<file path="config.mk">
export PLATFORM = sky130hd
export DESIGN_NAME = face_rom
export DESIGN_NICKNAME = d
export VERILOG_FILES = /design/src/rtl/face_pkg.sv /design/src/rtl/face_rom_cmp.sv /design/src/rtl/face_rom.sv
export SDC_FILE = /design/constraint.sdc
export NUM_CORES = 1
export LEC_CHECK = 0
export BUFFER_PORTS_ARGS = -buffer_cell sky130_fd_sc_hd__buf_2
export CAP_MARGIN = 20
export CORE_MARGIN = 2
export CORE_UTILIZATION = 55
export DETAILED_ROUTE_END_ITERATION = 8
export PLACE_DENSITY = 0.88
export SLEW_MARGIN = 10
export SYNTH_ARGS = -nofsm -noshare
export SYNTH_HDL_FRONTEND = slang
export SYNTH_HIERARCHICAL = 1
export SYNTH_SLANG_ARGS = --single-unit
</file>
<file path="constraint.sdc">
create_clock -name clk -period 3.58 [get_ports clk]
set_input_delay 0 -clock clk [delete_from_list [all_inputs] [get_ports clk]]
set_output_delay 0 -clock clk [all_outputs]
set_load 0.005 [all_outputs]
</file>
<file path="src/rtl/face_pkg.sv">
// Shared definitions for the face template ROM and its compare engine.
// The image table is produced by a constant function, so the ROM contents live in one place.
package face_pkg;

    localparam int AW = 8;
    localparam int DW = 8;
    localparam int CMP_LEN = 16;

    typedef enum logic [1:0] {
        ST_IDLE,
        ST_RUN,
        ST_FIN
    } cmp_state_t;

    // Reference face template: a flat 0x74 patch, then an address-scrambled ramp
    function automatic logic [31:0] face_img(input int a);
        if (a < 16) begin
            return 32'h74;
        end
        return 32'(a) ^ 32'h5A;
    endfunction

endpackage

</file>
<file path="src/rtl/face_rom_cmp.sv">
// Compare engine: streams candidate bytes against the first CMP_LEN ROM words.
// The ROM is read through its own combinational port, indexed by ptr.
module face_rom_cmp
    import face_pkg::*;
#(
    parameter int AW = face_pkg::AW,
    parameter int DW = face_pkg::DW,
    parameter int CMP_LEN = face_pkg::CMP_LEN,
    parameter int CW = $clog2(CMP_LEN + 1)
) (
    input  logic          clk,
    input  logic          rst,
    input  logic          start,
    input  logic          in_valid,
    input  logic [DW-1:0] in_byte,
    output logic [AW-1:0] rd_addr,
    input  logic [DW-1:0] rd_data,
    output logic          busy,
    output logic          done,
    output logic          match,
    output logic [CW-1:0] mismatch_cnt,
    output logic [AW-1:0] first_mis_addr
);

    localparam logic [AW-1:0] LAST_PTR = AW'(CMP_LEN - 1);
    localparam logic [CW-1:0] CNT_MAX = CW'(CMP_LEN);

    cmp_state_t    state;
    logic [AW-1:0] ptr;
    logic          byte_bad;

    assign rd_addr  = ptr;
    assign byte_bad = (in_byte != rd_data);

    // Compare FSM; all status outputs are registered alongside the state
    always_ff @(posedge clk) begin
        if (rst) begin
            state          <= ST_IDLE;
            ptr            <= '0;
            busy           <= 1'b0;
            done           <= 1'b0;
            match          <= 1'b0;
            mismatch_cnt   <= '0;
            first_mis_addr <= '0;
        end else begin
            done <= 1'b0;
            unique case (state)
                ST_IDLE: begin
                    if (start) begin
                        state          <= ST_RUN;
                        busy           <= 1'b1;
                        ptr            <= '0;
                        match          <= 1'b0;
                        mismatch_cnt   <= '0;
                        first_mis_addr <= '0;
                    end
                end
                ST_RUN: begin
                    if (in_valid) begin
                        if (byte_bad) begin
                            if (mismatch_cnt != CNT_MAX) begin
                                mismatch_cnt <= mismatch_cnt + 1'b1;
                            end
                            if (mismatch_cnt == '0) begin
                                first_mis_addr <= ptr;
                            end
                        end
                        if (ptr == LAST_PTR) begin
                            // match must include the byte accepted this cycle
                            state <= ST_FIN;
                            busy  <= 1'b0;
                            done  <= 1'b1;
                            match <= (mismatch_cnt == '0) && !byte_bad;
                        end else begin
                            ptr <= ptr + 1'b1;
                        end
                    end
                end
                ST_FIN: begin
                    state <= ST_IDLE;
                end
                default: begin
                    state <= ST_IDLE;
                    busy  <= 1'b0;
                end
            endcase
        end
    end

endmodule

</file>
<file path="src/rtl/face_rom.sv">
// Face template ROM with a combinational pixel port and a built-in compare engine.
// The array is pure combinational constants, so reset never touches the read data.
module face_rom
    import face_pkg::*;
#(
    parameter int AW = face_pkg::AW,
    parameter int DW = face_pkg::DW,
    parameter int CMP_LEN = face_pkg::CMP_LEN
) (
    input  logic                           clk,
    input  logic                           rst,
    input  logic [AW-1:0]                  addr,
    output logic [DW-1:0]                  data,
    input  logic                           start,
    input  logic                           in_valid,
    input  logic [DW-1:0]                  in_byte,
    output logic                           busy,
    output logic                           done,
    output logic                           match,
    output logic [$clog2(CMP_LEN+1)-1:0]   mismatch_cnt,
    output logic [AW-1:0]                  first_mis_addr
);

    localparam int DEPTH = 2 ** AW;

    logic [DW-1:0] rom [DEPTH];
    logic [AW-1:0] cmp_addr;
    logic [DW-1:0] cmp_data;

    // Constant ROM words, one per address
    for (genvar i = 0; i < DEPTH; i++) begin : g_rom
        assign rom[i] = DW'(face_img(i));
    end

    assign data     = rom[addr];
    assign cmp_data = rom[cmp_addr];

    face_rom_cmp #(
        .AW      (AW),
        .DW      (DW),
        .CMP_LEN (CMP_LEN)
    ) u_cmp (
        .clk            (clk),
        .rst            (rst),
        .start          (start),
        .in_valid       (in_valid),
        .in_byte        (in_byte),
        .rd_addr        (cmp_addr),
        .rd_data        (cmp_data),
        .busy           (busy),
        .done           (done),
        .match          (match),
        .mismatch_cnt   (mismatch_cnt),
        .first_mis_addr (first_mis_addr)
    );

endmodule

</file>
After elaboration in Yosys (flattened, before gate mapping)
Memory sizes are Yosys's and may differ from the RTL's.
Cells that the tools add are included.
{"block": "classes", "n_mux": 30, "n_addsub": 2, "n_eq_ne": 12, "reduce_logical": 12, "bitwise": 5, "order_cmp": 2}
{"cell": "two-way mux 8 bit", "count": 10}
{"cell": "one-hot mux 8 bit (2 select lines)", "count": 2}
{"cell": "two-way mux 5 bit", "count": 4}
{"cell": "greater-or-equal comparator 9 bit, second input constant", "count": 2}
{"cell": "NOT 8 -> 9 bit", "count": 2}
{"cell": "AND reduction 4 bit", "count": 3}
{"cell": "one-hot mux 5 bit (2 select lines)", "count": 1}
{"cell": "AND reduction 5 bit", "count": 2}
{"cell": "adder 8 x 1 -> 8 bit, second input constant", "count": 1}
{"cell": "equality test 8 x 4 -> 1 bit, second input constant", "count": 1}
{"cell": "!= test 2 x 1 -> 1 bit, second input constant", "count": 4}
{"cell": "!= test 8 bit", "count": 1}
{"cell": "two-way mux 1 bit", "count": 7}
{"cell": "two-way mux 2 bit", "count": 3}
{"cell": "!= test 2 bit, second input constant", "count": 3}
{"cell": "adder 5 x 1 -> 5 bit, second input constant", "count": 1}
{"cell": "zero test 5 bit", "count": 1}
{"cell": "!= test 5 bit, second input constant", "count": 1}
{"cell": "one-hot mux 2 bit (2 select lines)", "count": 1}
{"cell": "NOT 1 bit", "count": 3}
{"cell": "one-hot mux 1 bit (3 select lines)", "count": 1}
{"cell": "AND reduction 3 bit", "count": 1}
{"cell": "OR reduction 3 bit", "count": 1}
{"cell": "equality test 2 x 1 -> 1 bit, second input constant", "count": 1}
{"cell": "6 further kinds", "count": 6}
{"block": "word_totals", "wordCells": 72, "mem_bits_ro": 4096, "in_bits": 20, "n_memories": 2, "ff_bits": 26}
{"memory": "(no name shown)", "words": 256, "word_bits": 8, "rd": 1, "rd_clocked_by_memory_dff": 0, "wr": 0, "line_no": "face_rom.sv:36", "rtl": "assign cmp_data = rom[cmp_addr];"}
{"memory": "(no name shown)", "words": 256, "word_bits": 8, "rd": 1, "rd_clocked_by_memory_dff": 0, "wr": 0, "line_no": "face_rom.sv:35", "rtl": "assign data = rom[addr];"}

Depth between registers and ports, before layout
Gate-level depths: netlist of the first run.
{"block": "logic_depth", "word_depth": 10, "mapped_depth": 8}

Hierarchy
The synthesis of the first run kept the hierarchy.
{"module": "face_rom_cmp", "n_inst": 1, "area_per_inst_um2": 1352.5, "cells_per_inst": 155}
{"module": "face_rom", "n_inst": 1, "area_per_inst_um2": 127.6, "cells_per_inst": 19}

Least setup slack after synthesis of the first run
No wires, ideal clock.
{"block": "synth_path", "path_kind": "register to register", "from": "register u_cmp.ptr[6] (netlist: u_cmp/rd_addr[6])", "to": "register u_cmp.first_mis_addr[0]", "required_time_ns": 3.508, "arrival_time_ns": 1.947, "path_buffers": 1, "synth_period_minus_slack_ns": 2.019, "path_stages_with_launch": 9, "slack_ns": 1.561, "path_cell_list": "dfxtp_1 -> nor4_4 -> or2_1 -> xnor2_1 -> nand3_1 -> nor4_4 -> or4_1 -> buf_2 -> mux2i_1"}
{"block": "synth_between", "elab_chain_len": 7}
{"item": "start: declaration", "line_no": "face_rom_cmp.sv:29", "rtl": "logic [AW-1:0] ptr;"}
{"item": "start signal: assignment", "line_no": "face_rom_cmp.sv:75", "rtl": "ptr <= ptr + 1'b1;"}
{"item": "NOT 8 -> 9 bit (implied by the code)", "line_no": "face_rom.sv:36"}
{"item": "memory (256 x 8 bit)"}
{"item": "two-way mux 8 bit (implied by the code) (2 in series)", "line_no": "face_rom.sv:36"}
{"item": "named net cmp_data[2]", "line_no": "face_rom.sv:28", "rtl": "logic [DW-1:0] cmp_data;"}
{"item": "!= test 8 bit", "line_no": "face_rom_cmp.sv:33", "rtl": "assign byte_bad = (in_byte != rd_data);"}
{"item": "!= test 2 x 1 -> 1 bit (no source line)"}
{"item": "AND reduction 5 bit (no source line)"}
{"item": "end signal: assignment", "line_no": "face_rom_cmp.sv:65", "rtl": "first_mis_addr <= ptr;"}
{"item": "end: declaration", "line_no": "face_rom_cmp.sv:22", "rtl": "output logic [AW-1:0] first_mis_addr"}
The timed path passes the listed nets, and every way through them passes these cells. The select of a mux whose other input is x is not followed.
A chain may end at the register's enable or synchronous reset.

Final worst setup path of the first run
{"block": "layout_path", "from": "register u_cmp.ptr[6] (netlist: u_cmp/rd_addr[6])", "to": "register u_cmp.first_mis_addr[3]"}
Same word-level chain as after synthesis.

==> metrics.txt, run 1 <==
# TYPE chip_impl_metric gauge
chip_impl_info{name="status",value="complete, no violations"} 1
chip_impl_info{name="cts_tree",value="yes"} 1
chip_impl_info{name="critPathKind",value="reg2reg"} 1
chip_impl_metric{name="design.die.area",unit="um2"} 3120
chip_impl_metric{name="grt_start_max_net_pins",unit=""} 21
chip_impl_metric{name="place_area",unit="um2"} 1690
chip_impl_metric{name="power.share.clock",unit=""} 0.277
chip_impl_metric{name="count_of_pins_over_their_slew_limit",unit=""} 0
chip_impl_info{name="layout_common_cells",value="43 x buf_2, 26 x dfxtp_1, 23 x nor2_1, 17 x nand2_1, 12 x nand2b_1"} 1
chip_impl_metric{name="ctsResizeCount",unit=""} 0
chip_impl_metric{name="htree_num_levels",unit=""} 1
chip_impl_metric{name="finish.cell_count_without_fillers",unit=""} 245
chip_impl_metric{name="crit_fanout",unit=""} 9
chip_impl_info{name="timing.critical_path.slowest_stage_cell",value="or4_1"} 1
chip_impl_info{name="crit_path_launch",value="u_cmp/rd_addr[6]$_SDFFE_PP0P_"} 1
chip_impl_metric{name="buffers_inserted_by_post_cts_timing_repair",unit=""} 0
chip_impl_metric{name="tightest_slew",unit="ns"} 0.758
chip_impl_metric{name="skew_final",unit="ns"} 0.00297
chip_impl_metric{name="global_route.usage.total",unit=""} 0.211
chip_impl_info{name="yosys_most_used_dff",value="dfxtp_1"} 1
chip_impl_metric{name="numPortBuffers",unit=""} 43
chip_impl_metric{name="dr.pass1.iters",unit=""} 4
chip_impl_metric{name="critPathMaxStageDelay",unit="ns"} 0.45
chip_impl_metric{name="final_critical_path_setup_slack",unit="ns"} 1.22
chip_impl_metric{name="final_core_utilization",unit=""} 0.689
chip_impl_info{name="cell_by_cell_listing_of_the_critical_path",value="nor4_4, or2_1, xnor2_1, nand3_1, nor4_4, or4_1, mux2i_1"} 1
chip_impl_info{name="critical_path.most_common_cell",value="nor4_4"} 1
chip_impl_metric{name="post_route_drc_violation_count",unit=""} 0
chip_impl_metric{name="fp.dieW",unit="um"} 55.9
chip_impl_metric{name="final_period_minus_worst_setup_slack",unit="ns"} 2.36
chip_impl_metric{name="globalplace.congestion",unit=""} 0.851
chip_impl_metric{name="detail_route.vias_per_cell",unit=""} 5.47
chip_impl_metric{name="yosys_register_bits",unit=""} 26
chip_impl_metric{name="layout_cell_share_with_drive_strength_beyond_1",unit=""} 0.256
chip_impl_metric{name="power_density",unit="nW/um2"} 302
chip_impl_metric{name="post-place-cells",unit=""} 240
chip_impl_metric{name="fp.dieH",unit="um"} 55.9
chip_impl_metric{name="finalHoldWorstSlack",unit="ns"} 0.0277
chip_impl_metric{name="switching_power",unit="uW"} 133
chip_impl_metric{name="dp_slack",unit="ns"} 1.24
chip_impl_metric{name="longest_clk_path_bufs",unit=""} 2
chip_impl_metric{name="numCtsBuffers",unit=""} 3
chip_impl_metric{name="antenna_found_initial",unit=""} 0
chip_impl_metric{name="comb_power_share",unit=""} 0.154
chip_impl_metric{name="worst-endpoint-required",unit="ns"} 3.83
chip_impl_metric{name="initial_core_util",unit=""} 0.587
chip_impl_metric{name="gr-total-overflow",unit=""} 0
chip_impl_metric{name="num_antenna_cells",unit=""} 0
chip_impl_metric{name="p_seq_frac",unit=""} 0.569
chip_impl_metric{name="synth-edff-count",unit=""} 0
chip_impl_metric{name="finalCritPeriodShare",unit=""} 0.660
chip_impl_metric{name="maxClockFrequency",unit="MHz"} 423
chip_impl_metric{name="detail_route.wirelength",unit="mm"} 3.12
chip_impl_metric{name="max_slew_headroom_at_the_worst_pin",unit=""} 0.493
chip_impl_info{name="cts.root.buffer_cell",value="clkbuf_4"} 1
chip_impl_metric{name="total_leakage_power",unit="nW"} 0.748
chip_impl_metric{name="via_count",unit=""} 1339
chip_impl_metric{name="synth.yosys.seq_area_share",unit=""} 0.352
chip_impl_metric{name="final_hold_viol_count",unit=""} 0
chip_impl_metric{name="drtIter0Drc",unit=""} 64
chip_impl_metric{name="finalSetupTns",unit="ns"} 0
chip_impl_metric{name="final_area",unit="um2"} 1740
chip_impl_metric{name="finalNetCount",unit=""} 239
chip_impl_info{name="critPathCaptureType",value="register"} 1
chip_impl_metric{name="floorplan.core_area",unit="um2"} 2520
chip_impl_metric{name="async_reset_ff_frac",unit=""} 0
chip_impl_metric{name="fill_cells",unit=""} 214
chip_impl_info{name="r2r_startpoint",value="u_cmp/rd_addr[6]$_SDFFE_PP0P_"} 1
chip_impl_metric{name="row_count",unit=""} 18
chip_impl_metric{name="flow.area_growth_from_synthesis",unit="%"} 17.5
chip_impl_metric{name="synthDistinctLibCells",unit=""} 37
chip_impl_metric{name="setup_viol",unit=""} 0
chip_impl_metric{name="clkLatencyLatePin",unit="ns"} 0.32
chip_impl_metric{name="cts_sinks",unit=""} 26
chip_impl_info{name="rsz_0062_raised_after_global_routing",value="false"} 1
chip_impl_metric{name="timing.max_cap.violations",unit=""} 0
chip_impl_metric{name="global_route_wire_length_before_repair",unit="mm"} 5.40
chip_impl_metric{name="number_of_global_route_vias_before_repair",unit=""} 1244
chip_impl_metric{name="ant_nets",unit=""} 0
chip_impl_metric{name="netSwitchingFraction",unit=""} 0.253
chip_impl_metric{name="timing.critical_path.arrival",unit="ns"} 2.62
chip_impl_metric{name="io-pin-count",unit=""} 44
chip_impl_metric{name="netlist_area",unit="um2"} 1480
chip_impl_metric{name="synthesis.area_per_instance",unit="um2"} 8.51
chip_impl_metric{name="yosysWarningCount",unit=""} 6
chip_impl_metric{name="netlist_instances",unit=""} 174
chip_impl_info{name="hold_path_startpoint",value="rst"} 1
chip_impl_metric{name="clk_pin_slew",unit="ns"} 0.13
chip_impl_info{name="final_common_cell",value="buf_2"} 1
chip_impl_metric{name="hpwlAfterDp",unit="mm"} 2.43
chip_impl_info{name="hold_path.class",value="in2reg"} 1
chip_impl_info{name="critical_path.startpoint_type",value="register"} 1
chip_impl_metric{name="p_total",unit="uW"} 526
chip_impl_metric{name="detail_route.wl_per_cell",unit="um"} 12.7
chip_impl_metric{name="power_report.internal_total",unit="uW"} 393
chip_impl_metric{name="synth_fp_nets",unit=""} 197
chip_impl_metric{name="ir_worst_vdd",unit="V"} 0.000240
==> what timing repair did <==
action                     CTS  global route
hold buffers                 1             0
setup endpoints to repair    0             0
hold endpoints to repair     2             0
==> worst paths after layout <==
kind / endpoint / slack [ns] / cells after the start
worst max-delay path: u_cmp/first_mis_addr[3]$_SDFFE_PP0P_ / 1.22 / 7
worst min-delay path: u_cmp/state[0]$_SDFFE_PP0P_ / 0.03 / 2
worst max register to register: u_cmp/first_mis_addr[3]$_SDFFE_PP0P_ / 1.22 / 7
worst min register to register: u_cmp/match$_SDFFE_PP0P_ / 0.49 / 2
==> Yosys cell counts (all sizes together) (4+ instances only) <==
cell / count / share of area
nand2b: 12 / 0.051
xnor2: 9 / 0.053
mux2i: 12 / 0.084
inv: 8 / 0.020
o21ai: 5 / 0.017
buf: 4 / 0.019
a21oi: 6 / 0.020
nand3: 4 / 0.014
nor2: 23 / 0.058
nor4: 4 / 0.047
nor3: 4 / 0.014
nand2: 17 / 0.043
dfxtp: 26 / 0.35
or2: 4 / 0.017
xor2: 5 / 0.030
nor2b: 5 / 0.021
nand4: 4 / 0.017
==> worst max-delay path: cells and delay by family (launching register included) <==
kind / cells / cell delay [ns]
xor+xnor: 1 / 0.12
mux: 1 / 0.24
simple gates: 5 / 1.52
flops: 1 / 0.42
==> registers in the layout, summed over array words and instances (netlist names) <==
name,flops
u_cmp/busy,1
u_cmp/first_mis_addr,8
u_cmp/rd_addr,8
u_cmp/state,2
u_cmp/done,1
u_cmp/mismatch_cnt,5
u_cmp/match,1
==> area by class of cell <==
cell class | instances | area (um2) | area share
clock buffers | 4 | 36.3 | 0.0209
inverters | 8 | 30.0 | 0.0173
multi-input cells | 133 | 890 | 0.512
flip-flops and latches | 26 | 520 | 0.299
well taps | 30 | 37.5 | 0.0216
repair buffers | 44 | 225 | 0.129
==> logic make-up (layout without fill, tap and decap cells) <==
logic type      Yosys count  after routing  share of synthesized area
compound gates           17             17                     0.0744
xor+xnor                 14             14                     0.0828
fa+ha+maj                 3              3                     0.0254
buf+inv                  15             56                     0.0473
flops                    26             26                      0.352
mux                      12             12                     0.0837
simple gates             87             87                      0.335
==> metal layers <==
layer,wire [um],track usage,share of wire,vias to the layer above
li1,-,-,-,671
met1,1300,0.255,0.42,609
met2,1550,0.374,0.50,54
met3,229,0.0512,0.073,5
met4,38,0.0544,0.012,0
met5,0,0,0,-
==> power by group through the flow <==
stage | Combinational (mW) | Sequential, mW | Clock (mW)
3_5_place_dp | 0.0801 | 0.305 | 0
4_1_cts | 0.0810 | 0.299 | 0.150
6_report | 0.0808 | 0.299 | 0.146
3_3_place_gp | 0.0785 | 0.305 | 0
5_1_grt | 0.0892 | 0.300 | 0.162
2_1_floorplan | 0.0564 | 0.303 | 0
No activity file was read; power rests on OpenSTA's default activity.
==> run 2, diff against run 1 <==
--- a/config.mk
+++ b/config.mk
@@ -8,9 +8,9 @@
 export BUFFER_PORTS_ARGS = -buffer_cell sky130_fd_sc_hd__buf_2
 export CAP_MARGIN = 20
 export CORE_MARGIN = 2
-export CORE_UTILIZATION = 55
+export CORE_UTILIZATION = 46
 export DETAILED_ROUTE_END_ITERATION = 8
-export PLACE_DENSITY = 0.88
+export PLACE_DENSITY = 0.79
 export SLEW_MARGIN = 10
 export SYNTH_ARGS = -nofsm -noshare
 export SYNTH_HDL_FRONTEND = slang
==> constraint.sdc (replaced) <==
create_clock -name clk -period 2 [get_ports clk]
set_input_delay 0 -clock clk [delete_from_list [all_inputs] [get_ports clk]]
set_output_delay 0 -clock clk [all_outputs]
set_load 0.005 [all_outputs]
==> metrics.txt, run 2 (same netlist as run 1, synthesis figures left out) <==
# TYPE chip_impl_metric gauge
chip_impl_info{name="cts.root.buffer_cell",value="clkbuf_4"} 1
chip_impl_metric{name="detail_route.wirelength",unit="mm"} 3.43
chip_impl_metric{name="num_antenna_cells",unit=""} 0
chip_impl_metric{name="switching_power",unit="uW"} 253
chip_impl_metric{name="p_seq_frac",unit=""} 0.499
chip_impl_info{name="status",value="finished, violations left"} 1
chip_impl_metric{name="dr.pass1.iters",unit=""} 4
chip_impl_metric{name="cts_sinks",unit=""} 26
chip_impl_metric{name="post-place-cells",unit=""} 269
chip_impl_metric{name="buffers_inserted_by_post_cts_timing_repair",unit=""} 0
chip_impl_metric{name="p_total",unit="mW"} 1.06
chip_impl_metric{name="timing.reg2reg.worst_path_depth",unit=""} 7
chip_impl_metric{name="ant_nets",unit=""} 0
chip_impl_info{name="hold-path-endpoint",value="u_cmp/rd_addr[0]$_SDFFE_PP0P_"} 1
chip_impl_metric{name="count_of_pins_over_their_slew_limit",unit=""} 0
chip_impl_metric{name="hpwlAfterDp",unit="mm"} 2.52
chip_impl_info{name="r2r_startpoint",value="u_cmp/rd_addr[6]$_SDFFE_PP0P_"} 1
chip_impl_metric{name="fill_cells",unit=""} 291
chip_impl_info{name="timing.critical_path.slowest_stage_cell",value="or3_1"} 1
chip_impl_metric{name="drtIter0Drc",unit=""} 43
chip_impl_metric{name="gr-total-overflow",unit=""} 0
chip_impl_metric{name="skew_final",unit="ns"} 0.00451
chip_impl_info{name="hold_path_startpoint",value="rst"} 1
chip_impl_metric{name="io-pin-count",unit=""} 44
chip_impl_metric{name="finalCritPeriodShare",unit=""} 1.01
chip_impl_metric{name="globalplace.congestion",unit=""} 0.842
chip_impl_metric{name="setup_viol",unit=""} 1
chip_impl_metric{name="finalNetCount",unit=""} 254
chip_impl_metric{name="post_route_drc_violation_count",unit=""} 0
chip_impl_metric{name="floorplan.core_area",unit="um2"} 3050
chip_impl_metric{name="longest_clk_path_bufs",unit=""} 2
chip_impl_metric{name="fp.dieH",unit="um"} 60.7
chip_impl_metric{name="via_count",unit=""} 1347
chip_impl_metric{name="final-seq-area",unit="um2"} 524
chip_impl_metric{name="antenna_found_initial",unit=""} 0
chip_impl_metric{name="timing.hold.worst_path_depth",unit=""} 2
chip_impl_metric{name="dp_slack",unit="ns"} -0.00502
chip_impl_metric{name="grt_start_max_net_pins",unit=""} 21
chip_impl_metric{name="final_critical_path_setup_slack",unit="ns"} -0.0296
chip_impl_metric{name="row_count",unit=""} 20
chip_impl_metric{name="timing.critical_path.buf_inv",unit=""} 1
chip_impl_metric{name="multi_input_combinational_cell_area",unit="um2"} 905
chip_impl_metric{name="global_route.usage.total",unit=""} 0.211
chip_impl_metric{name="global_route_wire_length_before_repair",unit="mm"} 5.84
chip_impl_info{name="cts_tree",value="yes"} 1
chip_impl_info{name="cell_by_cell_listing_of_the_critical_path",value="nor4_4, nor2b_1, xor2_1, nor4_4, buf_4, or3_1, a221oi_2"} 1
chip_impl_metric{name="critPathMaxStageDelay",unit="ns"} 0.40
chip_impl_info{name="hold_path.class",value="in2reg"} 1
chip_impl_metric{name="final_hold_viol_count",unit=""} 0
chip_impl_info{name="crit_path_launch",value="u_cmp/rd_addr[6]$_SDFFE_PP0P_"} 1
chip_impl_info{name="critPathKind",value="reg2reg"} 1
chip_impl_info{name="timing.critical_path.max_delay_family",value="simple AND/OR/NAND/NOR gates"} 1
chip_impl_metric{name="initial_core_util",unit=""} 0.485
chip_impl_info{name="violations_in_the_final_reports",value="negative setup slack"} 1
chip_impl_info{name="critPathCaptureType",value="register"} 1
chip_impl_metric{name="detail_route.wl_per_cell",unit="um"} 12.5
chip_impl_metric{name="tightest_slew",unit="ns"} 0.683
chip_impl_metric{name="ir_worst_vdd",unit="V"} 0.000487
chip_impl_metric{name="final_period_minus_worst_setup_slack",unit="ns"} 2.03
chip_impl_metric{name="timing.critical_path.arrival",unit="ns"} 2.27
chip_impl_metric{name="maxClockFrequency",unit="MHz"} 493
chip_impl_info{name="layout_common_cells",value="43 x buf_2, 23 x nor2_1, 23 x dfxtp_1, 17 x nand2_1, 14 x buf_4"} 1
chip_impl_metric{name="finish.cell_count_without_fillers",unit=""} 274
chip_impl_metric{name="netSwitchingFraction",unit=""} 0.239
chip_impl_metric{name="clkLatencyLatePin",unit="ns"} 0.33
chip_impl_metric{name="crit_fanout",unit=""} 8
chip_impl_metric{name="numCtsBuffers",unit=""} 3
chip_impl_metric{name="power_density",unit="nW/um2"} 556
chip_impl_metric{name="numPortBuffers",unit=""} 43
chip_impl_metric{name="detail_route.vias_per_cell",unit=""} 4.92
chip_impl_metric{name="flow.area_growth_from_synthesis",unit="%"} 28.9
chip_impl_metric{name="layout_cell_share_with_drive_strength_beyond_1",unit=""} 0.330
chip_impl_metric{name="total_leakage_power",unit="nW"} 0.839
chip_impl_info{name="critical_path.startpoint_type",value="register"} 1
chip_impl_metric{name="clk_pin_slew",unit="ns"} 0.14
chip_impl_info{name="final_common_cell",value="buf_2"} 1
chip_impl_metric{name="timing.max_cap.violations",unit=""} 0
chip_impl_metric{name="design.die.area",unit="um2"} 3690
chip_impl_metric{name="worst-endpoint-required",unit="ns"} 2.24
chip_impl_metric{name="final_core_utilization",unit=""} 0.625
chip_impl_metric{name="finalSetupTns",unit="ns"} -0.0296
chip_impl_info{name="critical_path.most_common_cell",value="nor4_4"} 1
chip_impl_info{name="reg2reg_to",value="u_cmp/mismatch_cnt[3]$_SDFFE_PP0P_"} 1
chip_impl_metric{name="rrSetupSlack",unit="ns"} -0.03
chip_impl_metric{name="final_area",unit="um2"} 1910
chip_impl_metric{name="number_of_global_route_vias_before_repair",unit=""} 1312
chip_impl_metric{name="comb_power_share",unit=""} 0.159
chip_impl_metric{name="htree_num_levels",unit=""} 1
chip_impl_metric{name="max_slew_headroom_at_the_worst_pin",unit=""} 0.539
chip_impl_metric{name="power_report.internal_total",unit="uW"} 808
chip_impl_metric{name="fp.dieW",unit="um"} 60.7
chip_impl_metric{name="power.share.clock",unit=""} 0.342
chip_impl_metric{name="place_area",unit="um2"} 1830
chip_impl_info{name="rsz_0062_raised_after_global_routing",value="true"} 1
chip_impl_metric{name="finalHoldWorstSlack",unit="ns"} 0.0438
run 2: cell count changes in the layout (fill, tap and decap cells not counted), sizes merged:
cell,change
bufinv,+1
clkbuf,-1
buf,+15
run 2: how the worst max path moves through the flow:
stage	to	slack [ns]	depth (start not counted)
final	u_cmp/mismatch_cnt[3]$_SDFFE_PP0P_	-0.03	7
after floorplan	u_cmp/first_mis_addr[0]$_SDFFE_PP0P_	0.02	8
after global placement	u_cmp/first_mis_addr[6]$_SDFFE_PP0P_	0.01	8
after detailed placement	u_cmp/first_mis_addr[0]$_SDFFE_PP0P_	-0.005	8
after global routing	u_cmp/mismatch_cnt[1]$_SDFFE_PP0P_	-0.20	8
after CTS	u_cmp/mismatch_cnt[1]$_SDFFE_PP0P_	-0.008	8
run 2: timing repair:
action                                 CTS  global route
setup endpoints to repair               12            14
gates resized for setup                  3             1
hold buffers                             1             0
pin swaps                                8             5
endpoints found under the hold margin    2             0
cloned                                   0             0
run 2: layout make-up:
type,instances,area share
multi-input cells,133,0.474
repair buffers,59,0.179
flip-flops and latches,26,0.275
clock inverters,1,0.0157
clock buffers,3,0.0118
inverters,8,0.0157
well taps,44,0.0289
run 2: routing by layer:
| metal | track usage | part of all wire |
|---|---|---|
| met3 | 0.0405 | 0.038 |
| met5 | 0 | 0 |
| met2 | 0.376 | 0.52 |
| met1 | 0.260 | 0.44 |
| met4 | 0.0559 | 0.0070 |
run 2: power groups by stage:
| stage | combinational, mW | sequential, mW | clock (mW) |
|---|---|---|---|
| 6_report | 0.168 | 0.530 | 0.363 |
| 5_1_grt | 0.188 | 0.531 | 0.396 |
| 4_1_cts | 0.167 | 0.530 | 0.376 |
| 3_5_place_dp | 0.162 | 0.541 | 0 |
| 3_3_place_gp | 0.160 | 0.541 | 0 |
| 2_1_floorplan | 0.101 | 0.542 | 0 |
